File: config.mk
export PLATFORM = sky130hd
export DESIGN_NAME = hdu_scoreboard
export DESIGN_NICKNAME = d
export VERILOG_FILES = /design/src/rtl/hdu_scoreboard.sv
export SDC_FILE = /design/constraint.sdc
export NUM_CORES = 1
export LEC_CHECK = 0
export ABC_AREA = 1
export CAP_MARGIN = 15
export CORE_MARGIN = 4
export CORE_UTILIZATION = 37
export DETAILED_ROUTE_END_ITERATION = 12
export PLACE_DENSITY = 0.69
export SLEW_MARGIN = 25
export SYNTH_ARGS = -nofsm -noshare
export SYNTH_HDL_FRONTEND = slang
export SYNTH_SLANG_ARGS = --single-unit
File: constraint.sdc
create_clock -name clk -period 1.4 [get_ports clk]
set_clock_uncertainty 0.05 [all_clocks]
set_input_delay 0.35 -clock clk [delete_from_list [all_inputs] [get_ports clk]]
set_output_delay 0.35 -clock clk [all_outputs]
set_load 0.01 [all_outputs]
File: src/rtl/hdu_scoreboard.sv
// Decode-stage hazard unit: per-register countdown scoreboard plus flags-pop and PC-pop tracking.
// Optional stall/fetch-hold performance counters are built when HDU_STALL_PERF_EN is defined.
module hdu_scoreboard #(
  parameter int REG_ADDR_W = 3,
  parameter int LOAD_LAT   = 1,
  parameter int FLAGS_LAT  = 1,
  parameter int PC_LAT     = 3,
  parameter int CNT_W      = 32
) (
  input  logic                       clk,
  input  logic                       reset,
  input  logic                       dec_valid,
  input  logic                       flush,
  input  logic [REG_ADDR_W-1:0]      dec_rs,
  input  logic [REG_ADDR_W-1:0]      dec_rd,
  input  logic                       dec_uses_rs,
  input  logic                       dec_uses_rd,
  input  logic                       dec_mem_to_reg,
  input  logic                       dec_flags_read,
  input  logic                       dec_pop_flags,
  input  logic                       dec_pop_pc,
  output logic                       stall,
  output logic                       mux_selector,
  output logic                       fetch_hold,
  output logic [2**REG_ADDR_W-1:0]   pending_mask
`ifdef HDU_STALL_PERF_EN
  ,
  output logic [CNT_W-1:0]           stall_cycles,
  output logic [CNT_W-1:0]           fetch_hold_cycles
`endif
);

  localparam int NUM_REGS = 2**REG_ADDR_W;
  localparam int LW = $clog2(LOAD_LAT + 1);
  localparam int FW = $clog2(FLAGS_LAT + 1);
  localparam int PW = $clog2(PC_LAT + 1);
  localparam logic [LW-1:0] LOAD_SET  = LW'(LOAD_LAT);
  localparam logic [FW-1:0] FLAGS_SET = FW'(FLAGS_LAT);
  localparam logic [PW-1:0] PC_SET    = PW'(PC_LAT);
  localparam logic [LW-1:0] LOAD_ONE  = LW'(1);
  localparam logic [FW-1:0] FLAGS_ONE = FW'(1);
  localparam logic [PW-1:0] PC_ONE    = PW'(1);

  logic [LW-1:0]       r_reg_cnt [NUM_REGS];
  logic [FW-1:0]       r_flags_cnt;
  logic [PW-1:0]       r_pc_cnt;
  logic                w_hit_rs;
  logic                w_hit_rd;
  logic                w_hit_f;
  logic                w_stall;
  logic                w_issue;
  logic                w_fetch_hold;
  logic [NUM_REGS-1:0] w_pending;

  // Hazards compare against pre-issue state, so an instruction never waits on its own result.
  assign w_hit_rs     = dec_uses_rs    & (r_reg_cnt[dec_rs] != {LW{1'b0}});
  assign w_hit_rd     = dec_uses_rd    & (r_reg_cnt[dec_rd] != {LW{1'b0}});
  assign w_hit_f      = dec_flags_read & (r_flags_cnt != {FW{1'b0}});
  assign w_stall      = dec_valid & ~flush & (w_hit_rs | w_hit_rd | w_hit_f);
  assign w_issue      = reset & dec_valid & ~flush & ~w_stall;
  assign w_fetch_hold = (r_pc_cnt != {PW{1'b0}}) | (w_issue & dec_pop_pc);

  assign stall        = w_stall;
  assign mux_selector = w_stall;
  assign fetch_hold   = w_fetch_hold;
  assign pending_mask = w_pending;

  // Flatten the register countdowns into a busy mask.
  always_comb begin
    w_pending = {NUM_REGS{1'b0}};
    for (int i = 0; i < NUM_REGS; i++) begin
      w_pending[i] = (r_reg_cnt[i] != {LW{1'b0}});
    end
  end

  // Per-register countdowns; a new memory-sourced write reloads the entry.
  always_ff @(posedge clk or negedge reset) begin
    if (!reset) begin
      for (int i = 0; i < NUM_REGS; i++) begin
        r_reg_cnt[i] <= {LW{1'b0}};
      end
    end else begin
      for (int i = 0; i < NUM_REGS; i++) begin
        if (w_issue && dec_mem_to_reg && (dec_rd == REG_ADDR_W'(i))) begin
          r_reg_cnt[i] <= LOAD_SET;
        end else if (r_reg_cnt[i] != {LW{1'b0}}) begin
          r_reg_cnt[i] <= r_reg_cnt[i] - LOAD_ONE;
        end
      end
    end
  end

  // Flags-pop and PC-pop countdowns.
  always_ff @(posedge clk or negedge reset) begin
    if (!reset) begin
      r_flags_cnt <= {FW{1'b0}};
      r_pc_cnt    <= {PW{1'b0}};
    end else begin
      if (w_issue && dec_pop_flags) begin
        r_flags_cnt <= FLAGS_SET;
      end else if (r_flags_cnt != {FW{1'b0}}) begin
        r_flags_cnt <= r_flags_cnt - FLAGS_ONE;
      end
      if (w_issue && dec_pop_pc) begin
        r_pc_cnt <= PC_SET;
      end else if (r_pc_cnt != {PW{1'b0}}) begin
        r_pc_cnt <= r_pc_cnt - PC_ONE;
      end
    end
  end

`ifdef HDU_STALL_PERF_EN
  logic [CNT_W-1:0] r_stall_cycles;
  logic [CNT_W-1:0] r_fetch_hold_cycles;

  // Free-running event counters, wrapping at their width.
  always_ff @(posedge clk or negedge reset) begin
    if (!reset) begin
      r_stall_cycles      <= {CNT_W{1'b0}};
      r_fetch_hold_cycles <= {CNT_W{1'b0}};
    end else begin
      if (w_stall) begin
        r_stall_cycles <= r_stall_cycles + CNT_W'(1);
      end
      if (w_fetch_hold) begin
        r_fetch_hold_cycles <= r_fetch_hold_cycles + CNT_W'(1);
      end
    end
  end

  assign stall_cycles      = r_stall_cycles;
  assign fetch_hold_cycles = r_fetch_hold_cycles;
`else
  logic [CNT_W-1:0] w_unused_perf;
  assign w_unused_perf = {CNT_W{1'b0}};
`endif

endmodule

Yosys cells after proc, flatten, opt, wreduce, memory -nomap -nowiden
Cells that the tools add are included.
- register bits: 11
- bits in latches: 0
- RAM bits: 0
- ROM bits: 0
- word-level logic and storage cells: 85
- memories: 0
- add/subtract/negate cells: 10
- multiply operators: 0
- divide/modulo/power cells: 0
- order comparisons: 2
- equal/unequal tests: 7
- shift operators: 0
- multiplexer cells: 26
- bitwise logic cells: 16
- reductions and logical operators: 14
- operator list (cell ; count):
    1-bit two-way mux ; 22
    3-bit equality test, second input constant ; 4
    1-bit logical AND ; 11
    1-bit bitwise AND ; 9
    1-bit subtractor, second input constant ; 9
    4-bit greater-or-equal comparator, second input constant ; 2
    3-bit inverter with 4-bit output ; 2
    1-bit binary-select mux with 3-bit select ; 2
    3-bit by 2-bit equality test with 1-bit output, second input constant ; 2
    2-bit two-way mux ; 2
    2-bit nonzero test ; 2
    3-bit by 1-bit equality test with 1-bit output, second input constant ; 1
    3-bit logical NOT ; 1
    1-bit bitwise OR ; 3
    1-bit inverter ; 2
    2-bit by 1-bit subtractor with 2-bit output, second input constant ; 1

Logic depth before layout (Yosys ltp)
Gate-level depths: netlist (run 1).
- depth in word-level cells: 13
- mapped depth: 10

Worst setup path after synthesis (run 1)
OpenSTA, ideal clock, no wires.
- kind: reg-to-output
- from: register r_reg_cnt (netlist bit pending_mask[4])
- to: output port stall
- arrival: 1209 ps
- data required time: 1000 ps
- setup slack: -209 ps
- stages on the path, launching flop included: 10
- buffers on the path: 1
- path through: dfrtp_1 inv_1 o21ai_0 nand2_1 nand3_1 nand2_1 nor2_2 o211ai_1 inv_1 buf_4
- longest elaborated chain between the ends: 7
- elaborated cells on any way between the ends: 11
- those cells by class: mux: 6; bitwise: 5
- RTL lines (element ; RTL line ; text):
    start, declared ; 44 ; logic [LW-1:0] r_reg_cnt [NUM_REGS];
    start signal, assigned by index ; 80 ; r_reg_cnt[i] <= {LW{1'b0}};
    start signal, assigned by index ; 87 ; r_reg_cnt[i] <= r_reg_cnt[i] - LOAD_ONE;
    1-bit binary-select mux with 3-bit select, on equally long branches ; 56, 57 ;
    1-bit two-way mux, on equally long branches (2 in a row) ; 56, 57 ;
    1-bit bitwise AND, on equally long branches ; 56, 57 ;
    1-bit bitwise OR * (2 in a row) ; 59 ; assign w_stall = dec_valid & ~flush & (w_hit_rs | w_hit_rd | w_hit_f);
    1-bit bitwise AND * ; 59 ;
    end, declared ; 22 ; output logic stall,
Every way passes the cells marked *; elsewhere a longest branch is shown, timed or not. The select of a mux whose other input is x is not followed.

Worst setup path after layout (run 1)
- from: register r_reg_cnt (netlist bit pending_mask[5])
- to: output port mux_selector
- longest elaborated chain between the ends: 7
- elaborated cells on any way between the ends: 11
- those cells by class: mux: 6; bitwise: 5
- RTL lines (element ; RTL line ; text):
    1-bit binary-select mux with 3-bit select, on equally long branches ; 56, 57 ;
    1-bit two-way mux, on equally long branches (2 in a row) ; 56, 57 ;
    1-bit bitwise AND, on equally long branches ; 56, 57 ;
    1-bit bitwise OR * (2 in a row) ; 59 ;
    1-bit bitwise AND * ; 59 ;
    end, declared ; 23 ; output logic mux_selector,
Marked as above.

==> results of run 1 <==
-- how the worst max path moves through the flow --
stage | to | slack (ns) | cells past startpoint
2_1_floorplan | stall | -0.19 | 9
3_3_place_gp | mux_selector | -1.16 | 10
3_5_place_dp | mux_selector | -1.21 | 8
4_1_cts | stall | -0.53 | 9
5_1_grt | mux_selector | -0.63 | 10
6_report | mux_selector | -0.55 | 10
-- state kept, by name, indices dropped and copies added, names as in the netlist --
register and count:
r_flags_cnt 1, pending_mask 8, r_pc_cnt 2
-- cell type report --
type / count / area (um2)
sequential: 11 / 275
inverter: 18 / 67.6
tap: 25 / 31.3
clock buffer: 4 / 26.3
fill: 131 / 520
timing repair buffer: 50 / 435
multi-input combinational: 65 / 352
-- synthesized netlist by cell type (all sizes together) --
cell type	count	area, um2
dfrtp	11	275
o211ai	1	7.51
xor2	1	8.76
nand4	2	12.5
inv	18	67.6
nand2	29	109
buf	1	7.51
nor2	16	72.6
a21oi	1	5.00
ha	1	12.5
nand3	10	60.1
o21ai	3	15.0
and3	1	7.51
-- power by group through the flow --
stage | Combinational (W) | Clock (W) | Sequential (W)
after floorplan | 0.000177 | 0 | 0.000374
after global placement | 0.000348 | 0 | 0.000372
after detailed placement | 0.000363 | 0 | 0.000372
after CTS | 0.000373 | 0.000222 | 0.000366
after global routing | 0.000432 | 0.000250 | 0.000370
final | 0.000388 | 0.000218 | 0.000367
-- repair_timing --
| action | 4_1_cts | 5_1_grt |
|---|---|---|
| pin swaps | 8 | 4 |
| endpoints found under the setup margin | 22 | 15 |
| buffers inserted | 5 | 6 |
| gates resized for setup | 58 | 15 |
-- per-stage QoR --
step / cell area (um2) / power, W
CTS: 1120 / 0.000961
detailed placement: 1070 / 0.000735
finish: 1190 / 0.000972
floorplan: 674 / 0.000551
global placement: 1070 / 0.000720
global route: 1190 / 0.00105
-- worst max-delay path: stages, from the launching register on --
cell      delay (ns)
dfrtp_1         0.40
buf_6           0.12
nand2_2         0.04
o21ai_1         0.06
nand2_1         0.06
nand3_1         0.07
nand2_1         0.08
nor2_2          0.05
o211ai_1        0.19
inv_1           0.07
buf_2           0.14
-- cells by family (layout without fill, tap and decap cells) --
family | count (synthesis) | count (layout) | synth area share
compound gates | 5 | 5 | 0.0417
xor+xnor | 1 | 1 | 0.0133
fa+ha+maj | 1 | 1 | 0.0189
buf+inv | 19 | 72 | 0.114
flops | 11 | 11 | 0.417
simple gates | 58 | 58 | 0.396
-- layer usage --
| metal | vias up | share of wire | track usage |
|---|---|---|---|
| met5 | - | 0 | 0 |
| met4 | 0 | 0.026 | 0.106 |
| met3 | 6 | 0.039 | 0.0415 |
| met2 | 16 | 0.54 | 0.326 |
| met1 | 362 | 0.39 | 0.177 |
| li1 | 396 | - | - |
==> impl_metrics.csv, run 1 <==
group,metric,value,unit
run_status,status,"finished, violations left",
run_status,failed_checks,"negative setup slack",
die,rows,15,
sta,setup_violations,16,
logic_synthesis,ys_warn_count,0,
power_and_ir_drop,p_clk_frac,0.224,
grt,grt_pass1_vias,780,
final_layout,drive_gt1_frac,0.385,
route,wl_per_cell,12.3,um
sta,fin_ws,-0.552,ns
sta,max_freq,0.512,GHz
clock_network,insertion_delay,0.27,ns
final_layout,num_antenna_cells,0,
setup_path,criticalPathCategory,"reg2out",
logic_synthesis,netlist_area,661,um2
logic_synthesis,syn_area_per_cell,6.95,um2
die,die_area,0.00253,mm2
sta,drv_slew,0,
setup_path,cp_max_fo,2,
power_and_ir_drop,p_leak,0.639,nW
final_layout,areaGrowthSynthToFinish,79.7,%
die,core_area,0.00171,mm2
power_and_ir_drop,swShare,0.309,
clock_network,cts_buffer_depth,2,
job,max_cap_viol_count,0,
route,via_per_inst,4.51,
sta,hold_ws,0.402,ns
logic_synthesis,netlist_instances,95,
sta,slew-limit-headroom,0.857,
final_layout,final_cell_mix,"26 x nand2_1, 16 x buf_4, 14 x inv_1",
setup_path,cp.required,1.00,ns
sta,fin_crit,1.95,ns
setup_path,start_kind,"flop",
setup_path,cp-end-kind,"output pin",
logic_synthesis,syn-num-nets,112,
power_and_ir_drop,pwr-share-comb,0.399,
logic_synthesis,synth-seq-cells,11,
route,drtIter0Drc,3,
route,antenna_left,0,
clock_network,cts_tree,"yes",
power_and_ir_drop,p_sw,0.000300,W
route,drc_errors,0,
power_and_ir_drop,p_int,0.000671,W
setup_path,r2r_start,"pending_mask[4]",
power_and_ir_drop,p_seq_frac,0.377,
route,drt_pass1_iterations,2,
power_and_ir_drop,power_density,819,mW/mm2
logic_synthesis,synth_cell_types,17,
placed_design,dpl.cell_count,161,
die,die_y,50.3,um
grt,grt_pass1_wl,3300,um
final_layout,final_cells,173,
placed_design,port_buffers,26,
die,ios,27,
setup_path,crit_arrival,1.55,ns
final_layout,nNetsFinal,166,
clock_network,cts-root-buf,"clkbuf_4",
sta,worst_pin_slew,0.213,ns
setup_path,startpoint,"pending_mask[5]",
route,vias,780,
placed_design,gp_congestion,0.841,
die,die_w,50.3,um
sta,hold_violations,0,
setup_path,reg2reg_to,"pending_mask[4]",
sta,rsz0062_at_grt,"yes",
sta,final.period_utilization,1.39,
placed_design,dp_slack,-1.21,ns
die,initial_utilization,0.387,
grt,grt_usage,0.177,
sta,fin_tns_setup,-4.50,ns
grt,grt_max_degree,12,
clock_network,htreeDepth,1,
clock_network,cts_made_buffers,3,
placed_design,dp_hpwl,1480,um
clock_network,path_clk_slew,0.07,ns
setup_path,reg2reg_slack,-0.27,ns
logic_synthesis,synth_seq_area_share,0.417,
final_layout,final_common_cell,"nand2_1",
setup_path,worst_r2r_path_depth,12,
route,drt-total-wl,2130,um
min_path,hold_path.class,"in2async",
final_layout,utilization,0.695,
clock_network,cts-hold-fix-buffers,0,
power_and_ir_drop,ir_worst_vdd,889,uV
grt,antenna_found_initial,0,
clock_network,clock_sinks,11,
grt,grt_overflow,0,
Note: power is estimated with default switching activity, not from simulation.
==> run 2, diff against run 1 <==
- CAP_MARGIN: 15 -> 20
==> results of run 2 <==
No change in the layout: final DEF, timing and power equal those of run 1.
